`src/rtl/crossbar_pkg.sv`:
```
// Shared definitions for the crossbar arbitration blocks.
//   arb_state_t : arbiter FSM state encoding
//   id_width()  : source-tag width for N ports, never less than 1
package crossbar_pkg;

  typedef enum logic [0:0] {
    ARB_IDLE = 1'b0,
    ARB_BUSY = 1'b1
  } arb_state_t;

  function automatic int unsigned id_width(input int unsigned n);
    return (n <= 1) ? 32'd1 : 32'($clog2(n));
  endfunction

endpackage

```
`src/rtl/crossbar_rr_picker.sv`:
```
// Combinational rotating-priority select.
//   req        : per-port request vector
//   last_grant : index of the most recently served port
//   any_req    : at least one request is present
//   pick       : first requesting port scanning upward from last_grant+1 with wrap
module crossbar_rr_picker
  import crossbar_pkg::*;
#(
  parameter  int unsigned NUM_PORTS = 4,
  localparam int unsigned ID_WIDTH  = id_width(NUM_PORTS)
) (
  input  logic [NUM_PORTS-1:0] req,
  input  logic [ID_WIDTH-1:0]  last_grant,
  output logic                 any_req,
  output logic [ID_WIDTH-1:0]  pick
);

  logic [ID_WIDTH-1:0] cand;

  // Scan from the farthest offset down so the nearest requester wins.
  always_comb begin
    any_req = |req;
    pick    = '0;
    cand    = '0;
    for (int i = int'(NUM_PORTS); i >= 1; i--) begin
      cand = ID_WIDTH'((int'(last_grant) + i) % int'(NUM_PORTS));
      if (req[cand]) begin
        pick = cand;
      end
    end
  end

endmodule

```
`src/rtl/crossbar_rr_arbiter.sv`:
```
// Packet-level round-robin merge of NUM_PORTS AXI-Stream sources onto one
// registered output stream tagged with the source index.
//   clk, resetn        : clock, asynchronous active-low reset
//   s_axis_tvalid/tlast: per-source valid / end of packet
//   s_axis_tdata       : flattened payloads, port i at [i*DATA_WIDTH +: DATA_WIDTH]
//   s_axis_tready      : per-source ready, only the granted port can be high
//   m_axis_*           : registered output beat with tid = source port
module crossbar_rr_arbiter
  import crossbar_pkg::*;
#(
  parameter  int unsigned NUM_PORTS  = 4,
  parameter  int unsigned DATA_WIDTH = 32,
  localparam int unsigned ID_WIDTH   = id_width(NUM_PORTS)
) (
  input  logic                            clk,
  input  logic                            resetn,
  input  logic [NUM_PORTS-1:0]            s_axis_tvalid,
  output logic [NUM_PORTS-1:0]            s_axis_tready,
  input  logic [NUM_PORTS*DATA_WIDTH-1:0] s_axis_tdata,
  input  logic [NUM_PORTS-1:0]            s_axis_tlast,
  output logic                            m_axis_tvalid,
  input  logic                            m_axis_tready,
  output logic [DATA_WIDTH-1:0]           m_axis_tdata,
  output logic                            m_axis_tlast,
  output logic [ID_WIDTH-1:0]             m_axis_tid
);

  arb_state_t            state;
  logic [ID_WIDTH-1:0]   grant;
  logic [ID_WIDTH-1:0]   last_grant;
  logic                  any_req;
  logic [ID_WIDTH-1:0]   pick;
  logic                  grant_ready;
  logic                  grant_valid;
  logic                  grant_last;
  logic [DATA_WIDTH-1:0] grant_data;
  logic                  accept;

  crossbar_rr_picker #(
    .NUM_PORTS (NUM_PORTS)
  ) u_picker (
    .req        (s_axis_tvalid),
    .last_grant (last_grant),
    .any_req    (any_req),
    .pick       (pick)
  );

  // Output slot is free when empty or draining this cycle.
  assign grant_ready = (state == ARB_BUSY) && (!m_axis_tvalid || m_axis_tready);
  assign accept      = grant_ready && grant_valid;

  // Route the granted source and drive its ready; never looks at tvalid for ready.
  always_comb begin
    s_axis_tready = '0;
    grant_valid   = 1'b0;
    grant_last    = 1'b0;
    grant_data    = '0;
    for (int i = 0; i < int'(NUM_PORTS); i++) begin
      if (grant == ID_WIDTH'(i)) begin
        s_axis_tready[i] = grant_ready;
        grant_valid      = s_axis_tvalid[i];
        grant_last       = s_axis_tlast[i];
        grant_data       = s_axis_tdata[i*DATA_WIDTH +: DATA_WIDTH];
      end
    end
  end

  // Arbitration FSM and output register.
  always_ff @(posedge clk or negedge resetn) begin
    if (!resetn) begin
      state         <= ARB_IDLE;
      grant         <= '0;
      last_grant    <= ID_WIDTH'(NUM_PORTS - 1);
      m_axis_tvalid <= 1'b0;
      m_axis_tdata  <= '0;
      m_axis_tlast  <= 1'b0;
      m_axis_tid    <= '0;
    end else begin
      if (accept) begin
        m_axis_tvalid <= 1'b1;
        m_axis_tdata  <= grant_data;
        m_axis_tlast  <= grant_last;
        m_axis_tid    <= grant;
      end else if (m_axis_tready) begin
        m_axis_tvalid <= 1'b0;
      end

      case (state)
        ARB_IDLE: begin
          if (any_req) begin
            grant <= pick;
            state <= ARB_BUSY;
          end
        end
        ARB_BUSY: begin
          if (accept && grant_last) begin
            last_grant <= grant;
            state      <= ARB_IDLE;
          end
        end
        default: state <= ARB_IDLE;
      endcase
    end
  end

endmodule

```
`config.mk`:
```
export PLATFORM = sky130hd
export DESIGN_NAME = crossbar_rr_arbiter
export DESIGN_NICKNAME = d
export VERILOG_FILES = /design/src/rtl/crossbar_pkg.sv /design/src/rtl/crossbar_rr_picker.sv /design/src/rtl/crossbar_rr_arbiter.sv
export SDC_FILE = /design/constraint.sdc
export NUM_CORES = 1
export LEC_CHECK = 0
export ABC_AREA = 1
export CAP_MARGIN = 25
export CORE_MARGIN = 3
export CORE_UTILIZATION = 30
export CTS_BUF_LIST = sky130_fd_sc_hd__clkbuf_2
export DETAILED_ROUTE_END_ITERATION = 7
export PLACE_DENSITY = 0.79
export SYNTH_ARGS = -nofsm -noshare
export SYNTH_HDL_FRONTEND = slang
export SYNTH_SLANG_ARGS = --single-unit
```
`constraint.sdc`:
```
create_clock -name clk -period 1.6 [get_ports clk]
set_input_delay 0.24 -clock clk [delete_from_list [all_inputs] [get_ports clk]]
set_output_delay 0.24 -clock clk [all_outputs]
set_load 0.01 [all_outputs]
```
==> impl_metrics.yaml, run 1 <==
run_status:
  status: "finished with violations"
  violations: "setup timing"
synth:
  synth_edf_count: 0
  ys_top_cells_by_area: "dfrtp_1 (36%), nand2_1 (21%), nand3_1 (13%)"
  synth-seq-area-share_pct: 37.8
  synth_top_area_share_pct: 35.9
  ys_async_sr_fraction_pct: 100
  syn_area_per_cell_um2: 6.82
  synth_cell_types: 26
  ys.flop_type: "dfrtp_1"
  synthCells: 399
  synthesis.area_um2: 2720
  ys_warn_count: 0
  synth_fp_nets: 538
  ys_ff_latch: 41
  synth_largest_area_cell: "dfrtp_1"
timing:
  setup_viol: 14
  fmax_mhz: 607
  hold_ws_ns: 0.426
  rsz0062_at_grt: "yes"
  slew-limit-headroom_pct: 63.6
  finalHoldViolCount: 0
  fin_skew_ns: 0.0152
  min_period_over_period_pct: 103
  maxSlewViolCount: 0
  finalWorstSetupSlack_ns: -0.0470
  tightest_slew_ns: 0.546
  layout_min_cycle_time_ns: 1.65
  tns_ns: -0.198
die:
  io_pins: 179
  dieArea_um2: 10200
  start_util_pct: 31.0
  die_w_um: 101
  core.rowCount: 34
  design.core.area_um2: 8760
  die_h_um: 101
setup_path:
  crit_required_ns: 1.89
  worstPathArrival_ns: 1.93
  criticalPathCategory: "register to register"
  cp-start-kind: "register"
  cp_max_fo: 8
  worstSetupEndpointType: "register"
  ff2ff_path_depth: 8
drt:
  wl_per_cell_um: 16.1
  drcViolationCount: 0
  totalWireLength_um: 11500
  via_count: 3600
  antenna_left: 0
  avgViaCountPerCell: 5.06
  first_iter_violations: 70
  first_pass_iters: 5
pwr:
  combPwrFrac_pct: 74.5
  power.share.clock_pct: 6.1
  swShare_pct: 47.0
  switchingPower_mw: 4.66
  peakVddDrop_uv: 1390
  power_mw: 9.92
  p_leak_nw: 2.58
  cell_internal_pwr_mw: 5.26
  power.share.sequential_pct: 19.4
  powerDensity_nw_per_um2: 1850
final_layout:
  final_common_cell: "clkdlybuf4s50_1"
  seq_area_um2: 1030
  fin_cells: 711
  multi_input_area_um2: 1730
  nFillCells: 776
  area_growth_pct: 96.7
  final_cell_mix: "clkdlybuf4s50_1 (137), nand2_1 (124), nand3_1 (71)"
  drive_above_1_share_pct: 22.9
  stdcell_area_um2: 5350
  antenna_cells: 0
  nNetsFinal: 742
placement:
  port_buffers: 178
  place_hpwl_um: 8080
  gp_congestion: 0.909
  placed_area_um2: 4780
  dp.cells: 688
clocking:
  htreeDepth: 2
  cts_buffer_depth: 2
  cts.reportedPaths.clkPinSlew_ns: 0.23
  cts.sinks: 41
  cts_root_buf: "clkbuf_2"
  numCtsBuffers: 5
  clk_latency_ns: 0.38
  cts_tree: "done"
global_route:
  grt_pass1_wl_um: 15300
  grt_antenna_before_repair: 0
  grt_max_degree: 42
  overflow: 0
  grt_usage_pct: 18.6
  grt_pass1_vias: 3286
job:
  max_cap_viol_count: 0
min_path:
  hold_path_class: "input pin to asynchronous set/reset pin"
-- metal layers --
metal	vias to the layer above	GRT usage [%]	share of wire (%)
met3	18	4.75	7.9
met2	148	34.4	52
met1	1702	21.8	39
li1	1732	-	-
met5	-	0	0
met4	0	3.48	1.1
-- Yosys cell counts (3+ instances only) --
library cell	instances
inv_2	3
nand4_1	3
buf_4	5
nor2_4	3
nor2_1	3
o21ai_2	10
buf_1	4
clkbuf_1	4
nand2_2	6
buf_2	11
dfrtp_1	39
nand3_1	72
o21ai_1	24
nand2_1	153
a21oi_1	36
inv_1	9
-- final timing paths --
| check | slack [ns] | from | to |
|---|---|---|---|
| max in group asynchronous | 0.79 | resetn | m_axis_tdata[11] |
| worst min register to register | 0.51 | m_axis_tdata[22] | m_axis_tdata[22] |
| min in group clk | 0.45 | m_axis_tready | m_axis_tvalid |
| worst max register to register | -0.05 | grant[1] | m_axis_tdata[12] |
| worst min-delay path | 0.43 | resetn | m_axis_tdata[22] |
| worst max-delay path | -0.05 | grant[1] | m_axis_tdata[12] |
-- registers in the layout, indices dropped and copies added (netlist names) --
signal and cells:
m_axis_tdata 32, m_axis_tid 2, last_grant 2, grant 2, m_axis_tvalid 1, state 1
m_axis_tlast 1
-- power by group through the flow --
stage / Sequential [mW] / Combinational [mW] / Clock (mW)
floorplan: 2.02 / 3.19 / 0
global placement: 1.84 / 5.83 / 0
detailed placement: 1.86 / 5.99 / 0
CTS: 1.82 / 5.87 / 0.631
global route: 1.98 / 8.00 / 0.659
finish: 1.92 / 7.39 / 0.607
-- area by class of cell --
type | count | share of cell area, %
Tap cell | 108 | 2.53
Clock buffer | 5 | 0.468
Timing Repair inverter | 1 | 0.164
Inverter | 14 | 1.26
Multi-Input combinational cell | 317 | 32.4
Clock inverter | 2 | 0.655
Sequential cell | 41 | 19.2
Timing Repair Buffer | 223 | 43.3
-- cell families after synthesis --
kind of cell	synth area share, %
flops	37.8
compound gates	15.2
simple gates	39.1
buf+inv	7.91
-- worst max-delay path: stages (launching register included) --
cell       delay, ns
dfrtp_1         0.45
buf_4           0.17
o21ai_2         0.17
o2111ai_4       0.18
nand2_8         0.16
clkinv_8        0.11
clkbuf_16       0.19
nand2_2         0.05
o21ai_1         0.05
-- what timing repair did --
item                                   CTS  global route
endpoints found under the hold margin   39             0
gates resized for setup                 46            93
buffers inserted                         4             5
pin swaps                                2             7
hold buffers                             1             0
setup endpoints to repair               31            54
cloned                                   0             7
-- stage by stage --
step,util (%),setup slack [ns]
final,61.1,-0.0470
after global routing,61.1,-0.141
after CTS,55.3,-0.0894
after detailed placement,54.6,-0.293
after global placement,54.6,-0.273
after floorplan,-,0.111
No activity file was read; power rests on OpenSTA's default activity.
==> inputs of run 2 (changes only) <==
--- a/config.mk
+++ b/config.mk
@@ -6,7 +6,6 @@
 export NUM_CORES = 1
 export LEC_CHECK = 0
 export ABC_AREA = 1
-export CAP_MARGIN = 25
 export CORE_MARGIN = 3
 export CORE_UTILIZATION = 30
 export CTS_BUF_LIST = sky130_fd_sc_hd__clkbuf_2
==> results of run 2 <==
Final layout, timing and power as in run 1 (identical DEF).
